## src/rtl/seq_alu_pkg.sv

```systemverilog
// Shared definitions for the sequential ALU: operation encodings,
// controller states and the single-cycle / iterative classification.
package seq_alu_pkg;

    localparam logic [2:0] MODE_ADD = 3'b000;
    localparam logic [2:0] MODE_SUB = 3'b001;
    localparam logic [2:0] MODE_AND = 3'b010;
    localparam logic [2:0] MODE_OR  = 3'b011;
    localparam logic [2:0] MODE_XOR = 3'b100;
    localparam logic [2:0] MODE_NOT = 3'b101;
    localparam logic [2:0] MODE_MUL = 3'b110;
    localparam logic [2:0] MODE_DIV = 3'b111;

    typedef enum logic [1:0] {
        IDLE = 2'b00,
        BUSY = 2'b01,
        DONE = 2'b10
    } state_t;

    // MUL always iterates; DIV iterates only when the divisor is non-zero,
    // because divide-by-zero is answered immediately with fixed values.
    function automatic logic is_iterative(input logic [2:0] mode, input logic b_nonzero);
        return (mode == MODE_MUL) || ((mode == MODE_DIV) && b_nonzero);
    endfunction

endpackage

```

## src/rtl/seq_alu_muldiv.sv

```systemverilog
// Iterative unsigned shift-add multiplier and restoring divider.
// One bit per cycle for WIDTH cycles. lo/hi present the value produced by
// the current iteration, so on the cycle done is high they carry the final
// product {hi,lo} or quotient (lo) / remainder (hi) and can be registered
// by the parent on that same edge.
module seq_alu_muldiv
    import seq_alu_pkg::*;
#(
    parameter int WIDTH = 4,
    parameter int CNT_W = $clog2(WIDTH + 1)
) (
    input  logic             clk,
    input  logic             rst,
    input  logic             start,
    input  logic             is_div,
    input  logic [WIDTH-1:0] a,
    input  logic [WIDTH-1:0] b,
    output logic [WIDTH-1:0] lo,
    output logic [WIDTH-1:0] hi,
    output logic             done
);

    logic             busy_q;
    logic             div_q;
    logic [CNT_W-1:0] cnt_q;
    logic [WIDTH-1:0] lo_q;
    logic [WIDTH-1:0] hi_q;
    logic [WIDTH-1:0] b_q;

    logic [WIDTH-1:0] lo_d;
    logic [WIDTH-1:0] hi_d;
    logic [WIDTH:0]   add_sum;
    logic [WIDTH+1:0] trial;
    logic             unused_trial_bit;

    // One iteration step. MUL: lo holds the remaining multiplier bits, hi the
    // partial product; add b when the current multiplier bit is set and shift
    // the (WIDTH+1)-bit sum right into {hi,lo}. DIV: lo holds the dividend
    // bits still to bring down (and collects quotient bits), hi the partial
    // remainder; a trial subtract decides whether to keep the difference.
    always_comb begin
        add_sum = {1'b0, hi_q} + (lo_q[0] ? {1'b0, b_q} : {(WIDTH + 1){1'b0}});
        trial   = {1'b0, hi_q, lo_q[WIDTH-1]} - {2'b00, b_q};
        lo_d    = lo_q;
        hi_d    = hi_q;
        if (div_q) begin
            if (!trial[WIDTH+1]) begin
                hi_d = trial[WIDTH-1:0];
                lo_d = {lo_q[WIDTH-2:0], 1'b1};
            end else begin
                hi_d = {hi_q[WIDTH-2:0], lo_q[WIDTH-1]};
                lo_d = {lo_q[WIDTH-2:0], 1'b0};
            end
        end else begin
            hi_d = add_sum[WIDTH:1];
            lo_d = {add_sum[0], lo_q[WIDTH-1:1]};
        end
    end

    // A kept difference is always below b, so the bit above the remainder
    // width is zero whenever it would be used.
    assign unused_trial_bit = trial[WIDTH];

    assign lo   = lo_d;
    assign hi   = hi_d;
    assign done = busy_q && (cnt_q == '0);

    // Operand capture on start, then WIDTH iterations counting WIDTH-1 down to 0.
    always_ff @(posedge clk) begin
        if (rst) begin
            busy_q <= 1'b0;
            div_q  <= 1'b0;
            cnt_q  <= '0;
            lo_q   <= '0;
            hi_q   <= '0;
            b_q    <= '0;
        end else if (start) begin
            busy_q <= 1'b1;
            div_q  <= is_div;
            cnt_q  <= CNT_W'(WIDTH - 1);
            lo_q   <= a;
            hi_q   <= '0;
            b_q    <= b;
        end else if (busy_q) begin
            lo_q <= lo_d;
            hi_q <= hi_d;
            if (cnt_q == '0) begin
                busy_q <= 1'b0;
            end else begin
                cnt_q <= cnt_q - 1'b1;
            end
        end
    end

endmodule

```

## src/rtl/seq_alu.sv

```systemverilog
// Registered ALU with valid/ready handshake. Single-cycle ops (and divide by
// zero) are computed combinationally and registered on the accept edge;
// MUL and DIV are handed to the iterative unit and the controller stalls
// the handshake until it finishes. Outputs hold until the next out_valid.
module seq_alu
    import seq_alu_pkg::*;
#(
    parameter int WIDTH = 4,
    parameter int CNT_W = $clog2(WIDTH + 1)
) (
    input  logic             clk,
    input  logic             rst,
    input  logic             in_valid,
    output logic             in_ready,
    input  logic [WIDTH-1:0] a,
    input  logic [WIDTH-1:0] b,
    input  logic             cin,
    input  logic [2:0]       mode,
    output logic             out_valid,
    output logic [WIDTH-1:0] result,
    output logic [WIDTH-1:0] result_hi,
    output logic             flag_c,
    output logic             flag_v,
    output logic             flag_z,
    output logic             flag_n,
    output logic             flag_dz
);

    state_t state_q, state_d;

    logic             accept;
    logic             iterative;
    logic             md_start;
    logic [WIDTH-1:0] md_lo;
    logic [WIDTH-1:0] md_hi;
    logic             md_done;
    logic             op_div_q;

    logic [WIDTH-1:0] op_b;
    logic [WIDTH:0]   addsub;
    logic [WIDTH-1:0] alu_res;
    logic [WIDTH-1:0] alu_hi;
    logic             alu_c;
    logic             alu_v;
    logic             alu_dz;

    logic             out_valid_q;
    logic [WIDTH-1:0] result_q;
    logic [WIDTH-1:0] result_hi_q;
    logic             flag_c_q;
    logic             flag_v_q;
    logic             flag_z_q;
    logic             flag_n_q;
    logic             flag_dz_q;

    // Ready whenever no iteration is running; the DONE cycle accepts again.
    // Held low while rst is asserted so nothing is accepted during reset.
    assign in_ready  = !rst && ((state_q == IDLE) || (state_q == DONE));
    assign accept    = in_valid && in_ready;
    assign iterative = is_iterative(mode, |b);
    assign md_start  = accept && iterative;

    seq_alu_muldiv #(
        .WIDTH (WIDTH),
        .CNT_W (CNT_W)
    ) u_muldiv (
        .clk    (clk),
        .rst    (rst),
        .start  (md_start),
        .is_div (mode == MODE_DIV),
        .a      (a),
        .b      (b),
        .lo     (md_lo),
        .hi     (md_hi),
        .done   (md_done)
    );

    // Single-cycle datapath. SUB reuses the adder with b inverted, so cin=1
    // means "no borrow in" and carry-out=1 means "no borrow out".
    always_comb begin
        op_b    = (mode == MODE_SUB) ? ~b : b;
        addsub  = {1'b0, a} + {1'b0, op_b} + {{WIDTH{1'b0}}, cin};
        alu_res = '0;
        alu_hi  = '0;
        alu_c   = 1'b0;
        alu_v   = 1'b0;
        alu_dz  = 1'b0;
        case (mode)
            MODE_ADD, MODE_SUB: begin
                alu_res = addsub[WIDTH-1:0];
                alu_c   = addsub[WIDTH];
                alu_v   = (a[WIDTH-1] == op_b[WIDTH-1]) && (addsub[WIDTH-1] != a[WIDTH-1]);
            end
            MODE_AND: alu_res = a & b;
            MODE_OR:  alu_res = a | b;
            MODE_XOR: alu_res = a ^ b;
            MODE_NOT: alu_res = ~a;
            MODE_DIV: begin
                // Only reaches the output registers when b==0.
                alu_res = '1;
                alu_hi  = a;
                alu_dz  = 1'b1;
            end
            default: ;
        endcase
    end

    // Controller next state: start iterating on an accepted MUL/DIV, leave
    // BUSY when the iterative unit signals its final step.
    always_comb begin
        state_d = state_q;
        case (state_q)
            IDLE, DONE: state_d = md_start ? BUSY : IDLE;
            BUSY:       state_d = md_done ? DONE : BUSY;
            default:    state_d = IDLE;
        endcase
    end

    // Controller state register.
    always_ff @(posedge clk) begin
        if (rst) begin
            state_q <= IDLE;
        end else begin
            state_q <= state_d;
        end
    end

    // Remember whether the running iteration is a divide (for the V flag).
    always_ff @(posedge clk) begin
        if (rst) begin
            op_div_q <= 1'b0;
        end else if (md_start) begin
            op_div_q <= (mode == MODE_DIV);
        end
    end

    // Result and flag registers: load on a single-cycle accept or on the
    // final iteration; otherwise hold. out_valid is a one-cycle pulse.
    always_ff @(posedge clk) begin
        if (rst) begin
            out_valid_q <= 1'b0;
            result_q    <= '0;
            result_hi_q <= '0;
            flag_c_q    <= 1'b0;
            flag_v_q    <= 1'b0;
            flag_z_q    <= 1'b0;
            flag_n_q    <= 1'b0;
            flag_dz_q   <= 1'b0;
        end else begin
            out_valid_q <= 1'b0;
            if (accept && !iterative) begin
                out_valid_q <= 1'b1;
                result_q    <= alu_res;
                result_hi_q <= alu_hi;
                flag_c_q    <= alu_c;
                flag_v_q    <= alu_v;
                flag_z_q    <= (alu_res == '0);
                flag_n_q    <= alu_res[WIDTH-1];
                flag_dz_q   <= alu_dz;
            end else if ((state_q == BUSY) && md_done) begin
                out_valid_q <= 1'b1;
                result_q    <= md_lo;
                result_hi_q <= md_hi;
                flag_c_q    <= 1'b0;
                flag_v_q    <= !op_div_q && (md_hi != '0);
                flag_z_q    <= (md_lo == '0);
                flag_n_q    <= md_lo[WIDTH-1];
                flag_dz_q   <= 1'b0;
            end
        end
    end

    assign out_valid = out_valid_q;
    assign result    = result_q;
    assign result_hi = result_hi_q;
    assign flag_c    = flag_c_q;
    assign flag_v    = flag_v_q;
    assign flag_z    = flag_z_q;
    assign flag_n    = flag_n_q;
    assign flag_dz   = flag_dz_q;

endmodule

```

## config.mk

```make
export PLATFORM = sky130hd
export DESIGN_NAME = seq_alu
export DESIGN_NICKNAME = d
export VERILOG_FILES = /design/src/rtl/seq_alu_pkg.sv /design/src/rtl/seq_alu_muldiv.sv /design/src/rtl/seq_alu.sv
export SDC_FILE = /design/constraint.sdc
export NUM_CORES = 1
export LEC_CHECK = 0
export ABC_AREA = 1
export CAP_MARGIN = 20
export CELL_PAD_IN_SITES_DETAIL_PLACEMENT = 1
export CELL_PAD_IN_SITES_GLOBAL_PLACEMENT = 1
export CORE_MARGIN = 8
export CORE_UTILIZATION = 40
export CTS_CLUSTER_DIAMETER = 30
export DETAILED_ROUTE_END_ITERATION = 7
export PLACE_DENSITY_LB_ADDON = 0.1
export SLEW_MARGIN = 25
export SYNTH_ARGS = -nofsm -noshare
export SYNTH_HDL_FRONTEND = slang
export SYNTH_SLANG_ARGS = --single-unit
```

## constraint.sdc

```tcl
create_clock -name clk -period 3.4 [get_ports clk]
set_clock_uncertainty 0.15 [all_clocks]
set_input_delay 0.51 -clock clk [delete_from_list [all_inputs] [get_ports clk]]
set_output_delay 0.51 -clock clk [all_outputs]
set_load 0.005 [all_outputs]
```

Word-level counts from Yosys, hierarchy flattened
Cells that the tools add are included.
- $add $sub $neg: 5
- equality and inequality tests: 12
- muxes and demuxes: 37
- bitwise operators: 6
- reductions and logical operators: 28
- operators with widths (cell ; count):
    two-way mux 4 bit ; 12
    one-hot mux 4 bit (6 select lines) ; 1
    two-way mux 1 bit ; 19
    equality test 3 bit, second input constant ; 4
    logical AND 1 bit ; 9
    logical NOT 4 bit ; 2
    two-way mux 2 bit ; 4
    NOT 4 bit ; 2
    equality test 3 x 2 -> 1 bit, second input constant ; 2
    logical NOT 3 bit ; 2
    OR reduction 2 bit ; 3
    subtractor 5 x 4 -> 6 bit ; 1
    adder 4 x 4 -> 5 bit ; 1
    adder 4 x 5 -> 5 bit ; 1
    adder 5 x 1 -> 5 bit ; 1
    bitwise AND 4 bit ; 1
    OR 4 bit ; 1
    one-hot mux 2 bit (2 select lines) ; 1
    AND reduction 2 bit ; 2
    nonzero test 2 bit ; 2
    nonzero test 4 bit ; 1
    OR reduction 4 bit ; 1
    XOR 4 bit ; 1
    equality test 3 x 1 -> 1 bit, second input constant ; 1
    10 further kinds ; 13
- register bits: 33
- input bits: 15
- output and inout port bits: 15
- word-level logic and storage cells: 104

Longest topological paths before layout
- depth after elaboration: 8
- gate-level depth with buffers: 14
- mapped depth without buffers: 13

Modules after synthesis
Synthesis repeated with hierarchy kept, for this count alone.
- cells, all modules: 375
- area, all modules: 2616.3 µm²
- modules (own cells, without submodules) (module ; instances ; cells each ; area an instance (µm²)):
    seq_alu ; 1 ; 194 ; 1373.8
    seq_alu_muldiv ; 1 ; 181 ; 1242.4

Worst setup path after synthesis
OpenSTA, ideal clock, no wires.
- path kind: in2reg
- from: in mode[1]
- to: reg flag_z_q (netlist: flag_z)
- setup time: 0.070 ns
- data arrival time: 2.572 ns
- data required time: 3.180 ns
- setup slack: 0.608 ns
- stages: 13
- buffers on the path: 1
- cells stage by stage: buf_6 nor2_1 nand2_1 xor2_1 fa_1 fa_1 inv_1 a21oi_1 o21ai_0 nand2_1 nor3_1 nand4_1 a21oi_1
- word-level cells in the longest chain between the ends: 7
- elaborated cells on any way between the ends: 20
- ends and longest elaborated chain (what ; line ; RTL):
    start, declared ; seq_alu.sv:18 ; input logic [2:0] mode,
    equality test 3 x 1 -> 1 bit ; seq_alu.sv:81, seq_alu.sv:88 ;
    two-way mux 4 bit ; seq_alu.sv:81 ; op_b = (mode == MODE_SUB) ? ~b : b;
    adder 4 x 4 -> 5 bit ; seq_alu.sv:82 ; addsub = {1'b0, a} + {1'b0, op_b} + {{WIDTH{1'b0}}, cin};
    adder 5 x 1 -> 5 bit ; seq_alu.sv:82 ;
    one-hot mux 4 bit (6 select lines) ; seq_alu.sv:88 ; case (mode)
    logical NOT 4 bit ; seq_alu.sv:157 ; flag_z_q <= (alu_res == '0);
    two-way mux 1 bit ; seq_alu.sv:151 ; if (accept && !iterative) begin
    end signal, assigned ; seq_alu.sv:157 ;
    end signal, assigned ; seq_alu.sv:166 ; flag_z_q <= (md_lo == '0);
    end, declared ; seq_alu.sv:52 ; logic flag_z_q;
Several ways; a longest one is shown, not always the timed one.
A chain may end at the register's enable or synchronous reset.

Final worst setup path
- from: in mode[2]
- to: reg flag_z_q (netlist: flag_z)
The elaborated chain is that of the path after synthesis.

==> impl_metrics.json <==
{
  "rsz0062_at_grt": "false",
  "drt_pre_antenna_iters": 4,
  "min_period_ns": 3.10,
  "yosys.area.top_type": "dfxtp_1",
  "holdWs_ns": 0.321,
  "portBuffers": 29,
  "finalNonFillerCells": 449,
  "drcViolationCount": 0,
  "synth_edf_count": 0,
  "root_buffer": "clkbuf_8",
  "coreArea_mm2": 0.00585,
  "die_w_um": 93.5,
  "final_util": 0.491,
  "worstPathArrival_ns": 3.16,
  "cts_tree": "built",
  "boundaryPins": 30,
  "grt_pass1_wl_um": 12100,
  "slew_headroom": 0.599,
  "synth_top_area_share": 0.267,
  "dp.final_hpwl_um": 5770,
  "routed-via-count": 2307,
  "vdd_drop_max_mv": 0.171,
  "wl_per_cell_um": 16.0,
  "crit_path_start_kind": "input pin",
  "finalCritPeriodShare": 0.911,
  "num_antenna_cells": 0,
  "pwr_density_cell_mw_per_mm2": 347,
  "ys_seq_area_frac": 0.267,
  "start_util": 0.411,
  "avgSynthCellArea_um2": 7.07,
  "antenna_found_initial": 0,
  "ff2ff_path_depth": 13,
  "synth_commonest_cells": "nand2_1, inv_1, dfxtp_1",
  "grt_max_degree": 19,
  "ys_types": 41,
  "first_global_vias": 2482,
  "yosysMostFrequentCell": "nand2_1",
  "swShare": 0.297,
  "drive_gt1_frac": 0.0963,
  "max-cap-violations": 0,
  "slew_violations": 0,
  "status": "completed",
  "cts_sinks": 32,
  "ys_warn_count": 0,
  "setup_tns_ns": 0,
  "clkTransAtPathRegs_ns": 0.07,
  "htree_levels": 2,
  "synth_nets": 380,
  "avgViaCountPerCell": 5.14,
  "synth.area.top_cells": "dfxtp_1, ha_1, nand2_1, inv_1, a21oi_1",
  "syn2layout_area_growth_pct": 19.6,
  "max_clock_freq_ghz": 0.323,
  "hold-path-cell-count": 2,
  "hp-start": "flag_dz",
  "r2r_slack_ns": 0.91,
  "dieHeight_um": 93.5,
  "min_to": "flag_dz",
  "fill_cells": 759,
  "nets": 413,
  "grt_util_all_layers": 0.175,
  "p_seq_frac": 0.404,
  "p_sw_uw": 295,
  "synth-seq-cells": 32,
  "row_count": 28,
  "syn_inst": 340,
  "synthArstFlopShare": 0,
  "overflow": 0,
  "required_ns": 3.47,
  "rr_endpoint": "flag_v",
  "path_class": "in2reg",
  "worstSetupEndpointType": "flip-flop",
  "gp_congestion": 0.814,
  "syn_area_mm2": 0.00240,
  "clk_latency_ns": 0.29,
  "cts_inserted_buffers": 5,
  "dp_cells": 441,
  "hold_viol_final": 0,
  "yosys_most_used_dff": "dfxtp_1",
  "dr.first_iter.drc_count": 91,
  "combPwrFrac": 0.229,
  "leakage_uw": 0.00135,
  "power.share.clock": 0.367,
  "worst_pin_slew_ns": 0.595,
  "postCtsSetupBuffers": 0,
  "regToRegStartpoint": "u_muldiv.lo_q[0]",
  "crit_fanout": 4,
  "post_cts_resized": 0,
  "dieArea_mm2": 0.00874,
  "setup_viol": 0,
  "detail-route-antenna-nets": 0,
  "ctsHoldBuffers": 0,
  "hp-class": "reg2reg",
  "wirelength_um": 7200,
  "cts_buffer_depth": 2,
  "cellInternalPower_uw": 701
}
[routing by layer]
layer	up-vias	wire length, um	global-route usage	part of all wire
met5	-	0	0	0
met4	0	113	0.0591	0.016
met3	10	216	0.0353	0.030
met2	34	3630	0.316	0.50
met1	1083	3240	0.198	0.45
li1	1180	-	-	-
[per-stage QoR]
stage          total power (uW)  worst slack [ns]  cell area (um2)
2_1_floorplan               551             0.608             2400
3_3_place_gp                635             0.197             2770
3_5_place_dp                640          -0.00928             2770
4_1_cts                    1010             0.306             2870
5_1_grt                    1050             0.135             2870
6_report                    996             0.304             2870
[critical path, cell delays in order]
cell	delay [ns]
clkdlybuf4s50_1	0.48
nor2_1	0.16
nand2_1	0.17
xor2_1	0.19
fa_1	0.41
fa_1	0.37
inv_1	0.09
a21oi_1	0.06
o21ai_0	0.07
nand2_1	0.07
nor3_1	0.24
nand4_1	0.15
a21oi_1	0.17
[how the worst max path moves through the flow]
stage          slack, ns  startpoint  endpoint
2_1_floorplan       0.61     mode[1]    flag_z
6_report            0.30     mode[2]    flag_z
3_3_place_gp        0.20     mode[2]    flag_z
4_1_cts             0.31     mode[2]    flag_z
3_5_place_dp      -0.009     mode[2]    flag_z
5_1_grt             0.14     mode[2]    flag_z
[state kept, by name, indices dropped and copies added (netlist names)]
name	cells
u_muldiv.lo_q	4
flag_v	1
state_q	2
out_valid	1
u_muldiv.hi_q	4
u_muldiv.cnt_q	3
flag_c	1
flag_dz	1
op_div_q	1
result	4
u_muldiv.busy_q	1
flag_z	1
result_hi	4
u_muldiv.b_q	4
[cell type report]
class                           count  area [um2]  area share
Timing Repair Buffer               34         328       0.114
Clock buffer                        6        72.6      0.0253
Multi-Input combinational cell    238        1470       0.511
Clock inverter                      2        35.0      0.0122
Sequential cell                    32         641       0.223
Inverter                           62         235      0.0819
Tap cell                           75        93.8      0.0327
[power groups by stage]
stage               Clock, uW  Combinational, uW  Sequential (uW)
floorplan                   0                143              408
global placement            0                224              410
detailed placement          0                230              411
CTS                       378                232              402
global route              387                258              404
finish                    365                229              402
[placed cells by master, fill, tap and decap left out, drive strengths merged]
master | Yosys | routed
o211ai | 3 | 3
clkdlybuf4s50 | 0 | 29
nor2 | 30 | 30
nand4 | 5 | 5
xnor2 | 1 | 1
buf | 6 | 5
o21ai | 31 | 31
bufinv | 0 | 1
nand3b | 2 | 2
fa | 4 | 4
clkinv | 3 | 4
inv | 59 | 59
xor2 | 5 | 5
o22ai | 3 | 3
o221ai | 1 | 1
a211oi | 1 | 1
nand3 | 24 | 24
mux2i | 1 | 1
a31oi | 6 | 6
nor3 | 5 | 5
a21oi | 26 | 26
ha | 21 | 21
nand2 | 63 | 63
or2 | 5 | 5
dfxtp | 32 | 32
o31ai | 1 | 1
clkbuf | 2 | 6
[cells by family after synthesis]
family                     Yosys count  synth area share
and+or+nand+nor                    134             0.272
AOI/OAI and AO/OA                   72             0.170
buffers and inverters               70             0.122
DFF                                 32             0.267
adders and majority gates           25             0.143
xor gates and xnor gates             6            0.0219
muxes                                1           0.00417
No activity file was read; power rests on OpenSTA's default activity.
==> patch, RTL diff (same flow settings) <==
The package constant `MODE_DIV` goes from 3'b111 to 3'b100.
--- a/src/rtl/seq_alu_pkg.sv
+++ b/src/rtl/seq_alu_pkg.sv
@@ -11,3 +11,3 @@
     localparam logic [2:0] MODE_MUL = 3'b110;
-    localparam logic [2:0] MODE_DIV = 3'b111;
+    localparam logic [2:0] MODE_DIV = 3'b100;
 
Check against the original RTL: not equivalent (a bounded check fails within 4 cycles, from zero or initial values and one cycle with rst high).
==> patch against the unedited design <==
- area after synthesis shrank 3.6%
- non-clock buffer count shrank 1
- sequential cell count shrank 1
- register-to-register slack gained 0.33 ns
- utilization grew 1.1 points
- total power shrank 11%
- wire length shrank 4.8%
- global-route usage shrank 0.43 points
- die area shrank 3.0%
- clock power shrank 18%
- worst setup slack gained 0.017 ns
- final area shrank 3.3%
- first-iteration DRC count shrank 14%
==> patch: results <==
metrics = {
    "worst_setup_path": {
        "critPathSlowestCell": "clkdlybuf4s50_1",
        "worstSetupEndpoint": "flag_z",
        "rr_worst_depth": 10,
        "ff2ff_setup_slack_ns": 1.24,
        "cpPeakStageDelay_ns": 0.45,
        "critPathMaxFanout": 3,
        "worstSetupStartpoint": "mode[1]",
        "r2r-start": "u_muldiv.hi_q[1]",
        "path_delay_family": "simple AND/OR/NAND/NOR gates",
        "path_class": "primary input to flop",
        "critical_path_arrival_ns": 3.15,
    },
    "timing": {
        "worst_pin_slew_ns": 0.496,
        "finalSetupTns_ns": 0,
        "whs_ns": 0.319,
    },
    "final_layout": {
        "final_nets": 415,
        "fill_cells": 766,
        "n_antenna_cell": 0,
        "layout-drive-gt1-share_pct": 7.47,
    },
    "power_and_ir_drop": {
        "internal-power_mw": 0.615,
        "vdd_drop_max_mv": 0.144,
        "power.leakage_nw": 1.35,
    },
    "floorplanning": {
        "rows": 27,
        "start_util_pct": 41.8,
    },
    "run_status": {
        "status": "complete, no violations",
    },
    "synthesis": {
        "synth.yosys.seq_area_share_pct": 26.8,
        "synth_cell_types": 31,
        "yosysWarnings": 0,
        "yosys_most_used_dff": "dfxtp_1",
        "ys_top_cells_by_count": "nand2_1 (73), inv_1 (60), dfxtp_1 (31)",
        "synth_nets": 381,
        "netlist_top_cells_area": "dfxtp_1 (27%), nand2_1 (12%), ha_1 (11%)",
        "synth_cells": 341,
    },
    "clock_network": {
        "postCtsSetupBuffers": 0,
        "cts_root_buf": "clkbuf_8",
        "htree_num_levels": 2,
        "clk_pin_slew_ns": 0.07,
        "clockBufferDepth": 2,
        "clk_latency_ns": 0.29,
        "cts_resized": 0,
        "cts_made_buffers": 5,
    },
    "worst_hold_path": {
        "worst_hold_path_type": "flop to flop",
        "min_from": "flag_c",
        "hold_end": "flag_c",
    },
    "place": {
        "place_congestion": 0.835,
        "place_inst": 440,
        "port_buffers": 28,
        "hpwl_mm": 5.52,
    },
    "route": {
        "drtPass1Iterations": 5,
        "viasPerCell": 5.04,
        "drt-total-wl_mm": 6.85,
        "drtIter0Drc": 78,
        "wire_per_inst_um": 15.3,
    },
    "global_route": {
        "grt_first_pass_wirelength_mm": 11.8,
        "grt_max_degree": 17,
        "grt_use_total_pct": 17.1,
        "grt_pass1_vias": 2559,
        "antenna_found_initial": 0,
    },
}
## patch: changes by cell type in the layout (fill, tap and decap cells not counted), moves of 3 or more
cell      change
nand2_1      +17
nand3_1       -8
inv_1         +7
clkinv_1      -3
nand2_2       -3
nor2_1        +3
xor2_1        +3
## patch: layer usage
layer  wire [µm]  global-route usage (%)  vias to the layer above
li1            -                       -                     1155
met1        2990                    18.0                     1049
met2        3560                    32.5                       36
met3         189                    3.59                       12
met4         116                    5.64                        0
met5           0                       0                        -
## patch: layout make-up
cell class	instances	area [µm²]	area share, %
clock buffer	6	82.6	2.97
clock inverter	1	5.00	0.180
sequential	31	621	22.3
timing repair buffer	33	318	11.4
multi-input combinational	238	1410	50.8
tap	72	90.1	3.24
inverter	66	250	9.00
## patch: worst register-to-register path, delay by kind of cell, from the launching register on
family	cells	cell delay [ns]
AOI/OAI and AO/OA	2	0.50
DFF	1	0.44
buffers and inverters	1	0.05
adders and majority gates	1	0.32
and+or+nand+nor	6	0.64
## patch: cells by family after synthesis
group / synth area share, %
AND/OR/NAND/NOR: 27.6
other: 0.162
AO/OA/AOI/OAI: 15.5
flip-flops: 26.8
XOR/XNOR: 3.03
adder cells (fa/ha/maj): 14.8
buffers and inverters: 12.2
## patch: through the flow
step / setup WS [ns] / area [µm²]
floorplan: 0.633 / 2320
global placement: 0.205 / 2690
detailed placement: 0.0181 / 2690
CTS: 0.295 / 2780
global route: 0.134 / 2780
finish: 0.321 / 2780
## patch: power groups by stage
stage | registers [mW] | clock network [mW] | logic (mW)
final | 0.385 | 0.300 | 0.199
after floorplan | 0.390 | 0 | 0.123
after global placement | 0.393 | 0 | 0.193
after global routing | 0.386 | 0.318 | 0.227
after CTS | 0.385 | 0.303 | 0.202
after detailed placement | 0.393 | 0 | 0.200
